===== src/rtl/display_scan_if.sv =====
// Bundle of the scan controller's value/handshake, decoder and display pins.
// The controller side uses the slave modport; the host/board side uses master.
interface display_scan_if #(
    parameter int DIGITS = 4
) ();
    logic                  en;
    logic                  load;
    logic [4*DIGITS-1:0]   value;
    logic                  blank_lz;
    logic                  ack;
    logic [3:0]            bin;
    logic [6:0]            seg_in;
    logic [6:0]            seg_out;
    logic [DIGITS-1:0]     an;
    logic                  frame_done;

    modport master (
        output en, load, value, blank_lz, seg_in,
        input  ack, bin, seg_out, an, frame_done
    );

    modport slave (
        input  en, load, value, blank_lz, seg_in,
        output ack, bin, seg_out, an, frame_done
    );
endinterface


===== src/rtl/display_scan_ctrl.sv =====
// Time-multiplexed seven-segment scan controller sharing one external decoder.
// Values are double-buffered and only swapped in at frame boundaries.
module display_scan_ctrl #(
    parameter int DIGITS   = 4,
    parameter int PRESCALE = 50000
) (
    input  logic          clk,
    input  logic          rst,
    display_scan_if.slave bus
);
    localparam int DW  = (DIGITS > 1) ? $clog2(DIGITS) : 1;
    localparam int PCW = (PRESCALE > 1) ? $clog2(PRESCALE) : 1;
    localparam logic [DW-1:0]  DIG_LAST = DW'(DIGITS - 1);
    localparam logic [PCW-1:0] PC_LAST  = PCW'(PRESCALE - 1);

    typedef enum logic [0:0] {
        ST_BLANK = 1'b0,
        ST_SCAN  = 1'b1
    } state_t;

    state_t              state_r, state_s;
    logic [4*DIGITS-1:0] pending_r;
    logic                pend_v_r;
    logic [4*DIGITS-1:0] active_r;
    logic [DW-1:0]       dig_r;
    logic [PCW-1:0]      pc_r;
    logic                ack_r;
    logic [6:0]          seg_out_r;
    logic [DIGITS-1:0]   an_r;
    logic                frame_done_r;

    logic                scan_s;
    logic                adv_s;
    logic                wrap_s;
    logic                start_s;
    logic                take_s;
    logic [DIGITS-1:0]   an_s;
    logic [6:0]          seg_s;

    // Digit i is dark when blanking is on, i is not digit 0 and nibbles i..top are zero.
    function automatic logic blk(input logic [4*DIGITS-1:0] v,
                                 input logic [DW-1:0]       i,
                                 input logic                lz);
        logic zero;
        zero = 1'b1;
        for (int k = 0; k < DIGITS; k++) begin
            if ((k >= int'(i)) && (v[4*k +: 4] != 4'h0)) begin
                zero = 1'b0;
            end
        end
        return lz && (i != {DW{1'b0}}) && zero;
    endfunction

    assign scan_s  = (state_r == ST_SCAN) && bus.en;
    assign adv_s   = scan_s && (pc_r == PC_LAST);
    assign wrap_s  = adv_s && (dig_r == DIG_LAST);
    assign start_s = (state_r == ST_BLANK) && pend_v_r;
    // A swap always consumes the pending value that existed before this edge.
    assign take_s  = (start_s || wrap_s) && pend_v_r;
    assign an_s    = {{(DIGITS-1){1'b0}}, 1'b1} << dig_r;

    // Next-state logic: leave BLANK once a value is waiting; SCAN is left only by reset.
    always_comb begin
        state_s = state_r;
        case (state_r)
            ST_BLANK: begin
                if (pend_v_r) begin
                    state_s = ST_SCAN;
                end else begin
                    state_s = ST_BLANK;
                end
            end
            ST_SCAN:  state_s = ST_SCAN;
            default:  state_s = ST_BLANK;
        endcase
    end

    // Segment selection for the digit currently addressed.
    always_comb begin
        seg_s = 7'h00;
        if (blk(active_r, dig_r, bus.blank_lz)) begin
            seg_s = 7'h00;
        end else begin
            seg_s = bus.seg_in;
        end
    end

    // State register.
    always_ff @(posedge clk) begin
        if (rst) begin
            state_r <= ST_BLANK;
        end else begin
            state_r <= state_s;
        end
    end

    // Value buffers, scan counters and registered outputs.
    always_ff @(posedge clk) begin
        if (rst) begin
            pending_r    <= {(4*DIGITS){1'b0}};
            pend_v_r     <= 1'b0;
            active_r     <= {(4*DIGITS){1'b0}};
            dig_r        <= {DW{1'b0}};
            pc_r         <= {PCW{1'b0}};
            ack_r        <= 1'b0;
            seg_out_r    <= 7'h00;
            an_r         <= {DIGITS{1'b0}};
            frame_done_r <= 1'b0;
        end else begin
            ack_r        <= bus.load;
            frame_done_r <= wrap_s;
            if (bus.load) begin
                pending_r <= bus.value;
                pend_v_r  <= 1'b1;
            end else if (take_s) begin
                pend_v_r  <= 1'b0;
            end
            if (take_s) begin
                active_r <= pending_r;
            end
            if (start_s) begin
                dig_r <= {DW{1'b0}};
                pc_r  <= {PCW{1'b0}};
            end else if (adv_s) begin
                pc_r  <= {PCW{1'b0}};
                dig_r <= wrap_s ? {DW{1'b0}} : dig_r + {{(DW-1){1'b0}}, 1'b1};
            end else if (scan_s) begin
                pc_r  <= pc_r + {{(PCW-1){1'b0}}, 1'b1};
            end
            if (scan_s) begin
                an_r      <= an_s;
                seg_out_r <= seg_s;
            end else begin
                an_r      <= {DIGITS{1'b0}};
                seg_out_r <= 7'h00;
            end
        end
    end

    assign bus.bin        = active_r[4*int'(dig_r) +: 4];
    assign bus.ack        = ack_r;
    assign bus.seg_out    = seg_out_r;
    assign bus.an         = an_r;
    assign bus.frame_done = frame_done_r;
endmodule


===== src/flat_wrapper.sv =====
// flat-port wrapper written by rule: the top's interface ports become plain ports
module display_scan_ctrl_flat 
#(
    parameter int DIGITS   = 4,
    parameter int PRESCALE = 50000
)
  (clk, rst, bus_en, bus_load, bus_value, bus_blank_lz, bus_seg_in, bus_ack, bus_bin, bus_seg_out, bus_an, bus_frame_done);
  display_scan_if #(.DIGITS(DIGITS)) bus_i ();
  input  logic clk;
  input  logic rst;
  input wire logic [$bits(bus_i.en)-1:0] bus_en;
  input wire logic [$bits(bus_i.load)-1:0] bus_load;
  input wire logic [$bits(bus_i.value)-1:0] bus_value;
  input wire logic [$bits(bus_i.blank_lz)-1:0] bus_blank_lz;
  input wire logic [$bits(bus_i.seg_in)-1:0] bus_seg_in;
  output wire logic [$bits(bus_i.ack)-1:0] bus_ack;
  output wire logic [$bits(bus_i.bin)-1:0] bus_bin;
  output wire logic [$bits(bus_i.seg_out)-1:0] bus_seg_out;
  output wire logic [$bits(bus_i.an)-1:0] bus_an;
  output wire logic [$bits(bus_i.frame_done)-1:0] bus_frame_done;
  assign bus_i.en = bus_en;
  assign bus_i.load = bus_load;
  assign bus_i.value = bus_value;
  assign bus_i.blank_lz = bus_blank_lz;
  assign bus_i.seg_in = bus_seg_in;
  assign bus_ack = bus_i.ack;
  assign bus_bin = bus_i.bin;
  assign bus_seg_out = bus_i.seg_out;
  assign bus_an = bus_i.an;
  assign bus_frame_done = bus_i.frame_done;
  display_scan_ctrl #(.DIGITS(DIGITS), .PRESCALE(PRESCALE)) u_core (.clk(clk), .rst(rst), .bus(bus_i));
endmodule

===== config.mk =====
export PLATFORM = sky130hd
export DESIGN_NAME = display_scan_ctrl_flat
export DESIGN_NICKNAME = d
export VERILOG_FILES = /design/src/rtl/display_scan_if.sv /design/src/rtl/display_scan_ctrl.sv /design/src/flat_wrapper.sv
export SDC_FILE = /design/constraint.sdc
export NUM_CORES = 1
export LEC_CHECK = 0
export BUFFER_PORTS_ARGS = -buffer_cell sky130_fd_sc_hd__buf_2
export CORE_MARGIN = 2
export CORE_UTILIZATION = 25
export DETAILED_ROUTE_END_ITERATION = 6
export PLACE_DENSITY = 0.5
export SLEW_MARGIN = 20
export SYNTH_ARGS = -nofsm -noshare
export SYNTH_HDL_FRONTEND = slang
export SYNTH_SLANG_ARGS = --single-unit

===== constraint.sdc =====
create_clock -name clk -period 2.3 [get_ports clk]
set_clock_uncertainty 0.05 [all_clocks]
set_input_delay 0.345 -clock clk [delete_from_list [all_inputs] [get_ports clk]]
set_output_delay 0.345 -clock clk [all_outputs]
set_load 0.02 [all_outputs]

# Word level (Yosys, flattened, before mapping)

Index checks and enable logic that the tools add are counted.

Bits in registers: 65
Latch bits: 0
RAM bits: 0
Bits in read-only memories: 0
Bits of input ports: 28
Output and inout port bits: 17
Word-level logic and storage cells: 51
Memories: 0

Add/subtract/negate cells: 2
Multiply operators: 0
Div/mod/pow operators: 0
Magnitude comparators: 3
Eq/ne operators: 2
Shift operators: 2
Muxes and demuxes: 9
Bitwise gates (word level): 2
Reduce and logical (&&, ||, !) cells: 21

Operators by type and width:

| cell                                                                               | number |
|---|---|
| 16-bit by 1-bit adder with 16-bit output, second input constant                    | 1 |
| 16-bit == test, second input constant                                              | 1 |
| 4-bit nonzero test                                                                 | 4 |
| 16-bit by 5-bit indexed part select with 4-bit output                              | 1 |
| 1-bit logical AND                                                                  | 10 |
| 1-bit two-way mux                                                                  | 7 |
| 3-bit OR reduction                                                                 | 2 |
| 1-bit by 2-bit greater-or-equal comparator with 1-bit output, first input constant | 2 |
| 2-bit nonzero test                                                                 | 2 |
| 2-bit OR reduction                                                                 | 2 |
| 1-bit by 2-bit left shift with 4-bit output, first input constant                  | 1 |
| 2-bit by 1-bit adder with 2-bit output, second input constant                      | 1 |
| 2-bit == test, second input constant                                               | 1 |
| 2-bit greater-or-equal comparator, first input constant                            | 1 |
| 2-bit two-way mux                                                                  | 1 |
| 1-bit NOT                                                                          | 2 |
| 1-bit case mux with 2 select lines                                                 | 1 |
| 1-bit logical OR                                                                   | 1 |

# Longest topological paths before layout

Word-level depth: 8
Mapped depth: 7
Mapped depth without buffers: 6

# Least setup slack after synthesis

OpenSTA, ideal clock, no wires.

Path type: flip-flop to flip-flop
Start point: register u_core.dig_r[1]
End point: register u_core.seg_out_r[0], in the netlist u_core.bus.seg_out[0]
Setup time: 0.115 ns
Data arrival time: 1.895 ns
Required time: 2.135 ns
Slack: 0.240 ns
Stages on the path, launching flop included: 8
Buffers on the path: 1
Clock period less this slack: 2.060 ns
Path through: dfxtp_1 -> clkbuf_1 -> inv_1 -> ha_1 -> or4b_2 -> nor3_1 -> a211oi_1 -> and2_1

Cells in the longest elaborated chain, start to end: 8
Elaborated cells on any way between the ends: 14
Classes of those cells: order compare: 3; mux: 4; reduce/logical: 7

RTL lines:

| element                                                      | RTL line                 | source |
|---|---|---|
| start, declared                                              | display_scan_ctrl.sv:25  | `logic [DW-1:0] dig_r;` |
| start signal, assigned                                       | display_scan_ctrl.sv:103 | `dig_r <= {DW{1'b0}};` |
| start signal, assigned                                       | display_scan_ctrl.sv:122 | `dig_r <= {DW{1'b0}};` |
| start signal, assigned                                       | display_scan_ctrl.sv:126 | `dig_r <= wrap_s ? {DW{1'b0}} : dig_r + {{(DW-1){1'b0}}, 1'b1};` |
| 1-bit by 2-bit greater-or-equal comparator with 1-bit output | display_scan_ctrl.sv:47  | `if ((k >= int'(i)) && (v[4*k +: 4] != 4'h0)) begin` |
| 1-bit logical AND                                            | display_scan_ctrl.sv:47  |  |
| 1-bit two-way mux (4 in series)                              | display_scan_ctrl.sv:47  |  |
| 1-bit logical AND *                                          | display_scan_ctrl.sv:51  | `return lz && (i != {DW{1'b0}}) && zero;` |
| 3-bit OR reduction (no source line) *                        | n/a                      |  |
| end signal, assigned                                         | display_scan_ctrl.sv:132 | `seg_out_r <= seg_s;` |
| end, declared                                                | display_scan_ctrl.sv:28  | `logic [6:0] seg_out_r;` |

Every way passes the cells marked *; elsewhere a longest branch is shown, timed or not.
A chain may end at the register's enable or synchronous reset.

# Worst setup path after layout

Start point: register u_core.dig_r[0]
End point: output bus_bin[1]

Cells in the longest elaborated chain, start to end: 1

RTL lines:

| element                                               | RTL line                 | source |
|---|---|---|
| 16-bit by 5-bit indexed part select with 4-bit output | display_scan_ctrl.sv:140 | `assign bus.bin = active_r[4*int'(dig_r) +: 4];` |
| end, declared                                         | flat_wrapper.sv:17       | `output wire logic [$bits(bus_i.bin)-1:0] bus_bin;` |

No other way between the ends.

==> results by group <==
Timing
  • Final Worst Setup Slack: about 0.32 ns
  • Final-report hold violation count: 0
  • Fmax: 0.506 GHz
  • RSZ-0062 raised after global routing: no
  • # setup viols final: 0
  • Rel. slew slack: about half
  • Fin crit share: 86.0%
  • Final min period: 1.98 ns
  • TNS Setup: 0 ns
  • Pins over their slew limit: 0
  • Worst Max-Slew Pin Slew: ~0.76 ns

Clock network
  • CTS Buffer Depth: 2
  • # hold bufs at CTS: 0
  • Clk sink count: 65
  • Worst-path clk slew: about 0.08 ns
  • CTS tree: done
  • Total CTS buffers: 9
  • # Post-CTS Setup Buffers: 0
  • H-Tree Depth: 3
  • CTS resizes: 0
  • Worst-Skew Late Latency: between 0.3 and 0.4 ns
  • CTS root buffer: clkbuf_8

Synth
  • Main synth FF type: dfxtp_1
  • Mux cell area share after synthesis: between 10% and 20%
  • Leading area contributor after synthesis: dfxtp_1
  • Fraction of synthesized cell area taken by the top area cell type: a little under 50%
  • Synth Register Bits: between 60 and 70
  • Sequential area share after synthesis: ~48%
  • Largest family of logic cells by synthesized area: simple AND/OR/NAND/NOR gates
  • Synth Area in Compound Gates: ~5.1%
  • Synth cell types: 39
  • Synthesized net count: just over 300
  • Synth Area in XOR/XNOR: just under 3%
  • Yosys warns: 0
  • Synth async-reset ratio: 0%
  • Cell Area, Synth: 2690 um^2
  • Syn Inst Count: ~270
  • EDFF count, synth: 0
  • Top area cells in the synthesized netlist: dfxtp_1 48%, mux2i_1 12%, nand2_1 5.3%
  • Post-Synth Simple-Gate Area: a little under a quarter
  • Adder-cell share of the synthesized area: under 10%
  • Mean post-synth cell area: a little under 10 um^2

Route
  • Via count: slightly above 2000
  • Avg WL per Cell: roughly 12 um
  • DR iter-0 viols: approximately 110
  • # DRC: 0
  • WL final: 5770 um
  • Drt first pass iters: 4
  • Detail Route Antenna Nets: 0
  • Average via count per standard cell: approximately 4.4

Die
  • Core box area: about 10000 um^2
  • Die Span Y: roughly 110 um
  • Initial Utilization: approximately 26%
  • # rows: 37
  • I/O pin count: between 40 and 50
  • Die W: approximately 110 um
  • Die area: 11600 um^2

Placed design
  • Port buffer count: 44
  • DP Worst Slack: around 0.35 ns
  • DP HPWL: approximately 4000 um
  • Placer Congestion: approximately 0.76

Global routing
  • Vias in the first global route: ~1900
  • First-pass GRT wire length: 9430 um
  • GRT Overall Usage: between 10% and 20%
  • Largest net degree at the start of global routing: 27
  • Total gr overflow: 0
  • Initial antenna violation count: 0

Worst setup path
  • Crit-path max FO: 10
  • WP data arrival: roughly 1.6 ns
  • R2r setup slk: roughly 0.34 ns
  • Critical path launch point type: flip-flop
  • Worst endpoint required time: between 1.5 and 2 ns
  • Worst Reg-to-Reg Cells: 4
  • Setup Crit Path Kind: flip-flop to output port
  • R2r endpoint: u_core.dig_r[0]$_SDFFE_PP0P_
  • R2r startpoint: u_core.pc_r[11]$_SDFFE_PP0P_
  • Worst setup EP type: output port
  • Setup crit start: u_core.dig_r[0]$_SDFFE_PP0P_

Power
  • PD cells: 709 nW/um^2
  • Lkg Pwr: ~1.4 nW
  • Peak VDD IR: between 0.15 and 0.2 mV

Job
  • Count of max-cap constraint violations: 0

Worst hold path
  • Hold Path End: u_core.bus.seg_out[0]$_SDFF_PP0_
  • HP Class: input pin to flip-flop
  • Worst Hold Launch: bus_seg_in[0]
  • Worst hold stages: 2

Final layout
  • Area Overhead vs Synth: 21.9%
  • Layout cells sized above 1: 24.8%
  • Layout Nets: between 300 and 400
  • Ant diodes: 0

Run status
  • Status: completed
-- how the worst max path moves through the flow --
stage | end | slack (ns) | cells after the start
CTS | bus_bin[1] | 0.32 | 3
global route | u_core.bus.seg_out[3]$_SDFF_PP0_ | 0.21 | 6
global placement | u_core.dig_r[0]$_SDFFE_PP0P_ | 0.36 | 4
floorplan | u_core.bus.seg_out[0]$_SDFF_PP0_ | 0.24 | 7
finish | bus_bin[1] | 0.32 | 3
detailed placement | u_core.bus.seg_out[1]$_SDFF_PP0_ | 0.35 | 6
-- area by class of cell --
class / instances / area (um^2)
clock buffers: 9 / 124
clock inverters: 7 / 78.8
fillers: 1134 / 7100
inverters: 5 / 18.8
multi-input cells: 191 / 1290
flip-flops and latches: 65 / 1300
well taps: 136 / 170
repair buffers: 53 / 288
-- critical path, cell delays in order, from the launching register on --
cell and delay [ns]:
dfxtp_1 0.33, buf_4 0.19, mux4_2 0.54, buf_2 0.18
-- report_power, final --
group | internal [mW] | switching [mW]
Combinational | 0.0718 | 0.0850
Sequential | 1.16 | 0.0190
Clock | 0.509 | 0.481
-- sequential cells by signal, indices dropped and copies added, names as in the netlist --
signal,flops
u_core.active_r,16
u_core.bus.ack,1
u_core.bus.an,4
u_core.bus.frame_done,1
u_core.bus.seg_out,7
u_core.dig_r,2
u_core.pc_r,16
u_core.pend_v_r,1
u_core.pending_r,16
u_core.state_r,1
-- kinds of logic after synthesis --
kind of cell / after synthesis
AND/OR/NAND/NOR: 120
flip-flops: 65
multiplexers: 36
AO/OA/AOI/OAI: 22
XOR/XNOR: 9
buffers and inverters: 18
adder cells (fa/ha/maj): 4
-- cells in the mapped netlist, drive strengths merged, types with 4 or more instances --
master and number:
xor2 6, or4b 4, ha 4, dfxtp 65, a21oi 9, or4 4, nand2 38, and2 8
inv 5, nor2 29, or3 6, clkbuf 11, o21ai 7, nor4 6, mux2i 32, nand3 9
mux4 4
-- cell usage in the layout, fill, tap and decap left out, drive strengths merged --
| cell | netlist | layout |
|---|---|---|
| xor2 | 6 | 6 |
| and4 | 3 | 3 |
| nand4b | 1 | 1 |
| a211oi | 1 | 1 |
| nor4b | 1 | 1 |
| buf | 2 | 53 |
| nor4 | 6 | 6 |
| nor3 | 3 | 3 |
| clkinvlp | 0 | 3 |
| and2 | 8 | 8 |
| a31oi | 1 | 1 |
| or4b | 4 | 4 |
| nor2 | 29 | 29 |
| xnor2 | 3 | 3 |
| clkbuf | 11 | 9 |
| or3 | 6 | 6 |
| bufinv | 0 | 1 |
| o21ai | 7 | 7 |
| ha | 4 | 4 |
| or4 | 4 | 4 |
| mux4 | 4 | 4 |
| nand4 | 3 | 3 |
| nand2 | 38 | 38 |
| mux2i | 32 | 32 |
| and2b | 1 | 1 |
| dfxtp | 65 | 65 |
| nand3 | 9 | 9 |
| inv | 5 | 7 |
| o31ai | 1 | 1 |
| or2 | 2 | 2 |
| clkinv | 0 | 1 |
| nor2b | 2 | 2 |
| a41o | 1 | 1 |
| a21oi | 9 | 9 |
| o21bai | 1 | 1 |
| o22a | 1 | 1 |
-- through the flow --
step	util, %	hold slack (ns)	cell area, um^2	total power [mW]	cells
2_1_floorplan	-	0.384	2690	1.30	274
3_3_place_gp	29.6	0.400	3070	1.36	450
3_5_place_dp	29.6	0.403	3070	1.36	450
4_1_cts	31.6	0.147	3270	2.35	466
5_1_grt	31.6	0.149	3270	2.42	466
6_report	31.6	0.159	3270	2.32	466
-- metal layers --
metal  global-route usage [%]  part of all wire, %  vias up
li1                         -                    -     1059
met1                     13.8                   48      948
met2                     15.7                   44       46
met3                     3.39                  5.6        6
met4                     5.22                  1.5        0
met5                        0                    0        -
No activity file was read; power rests on OpenSTA's default activity.
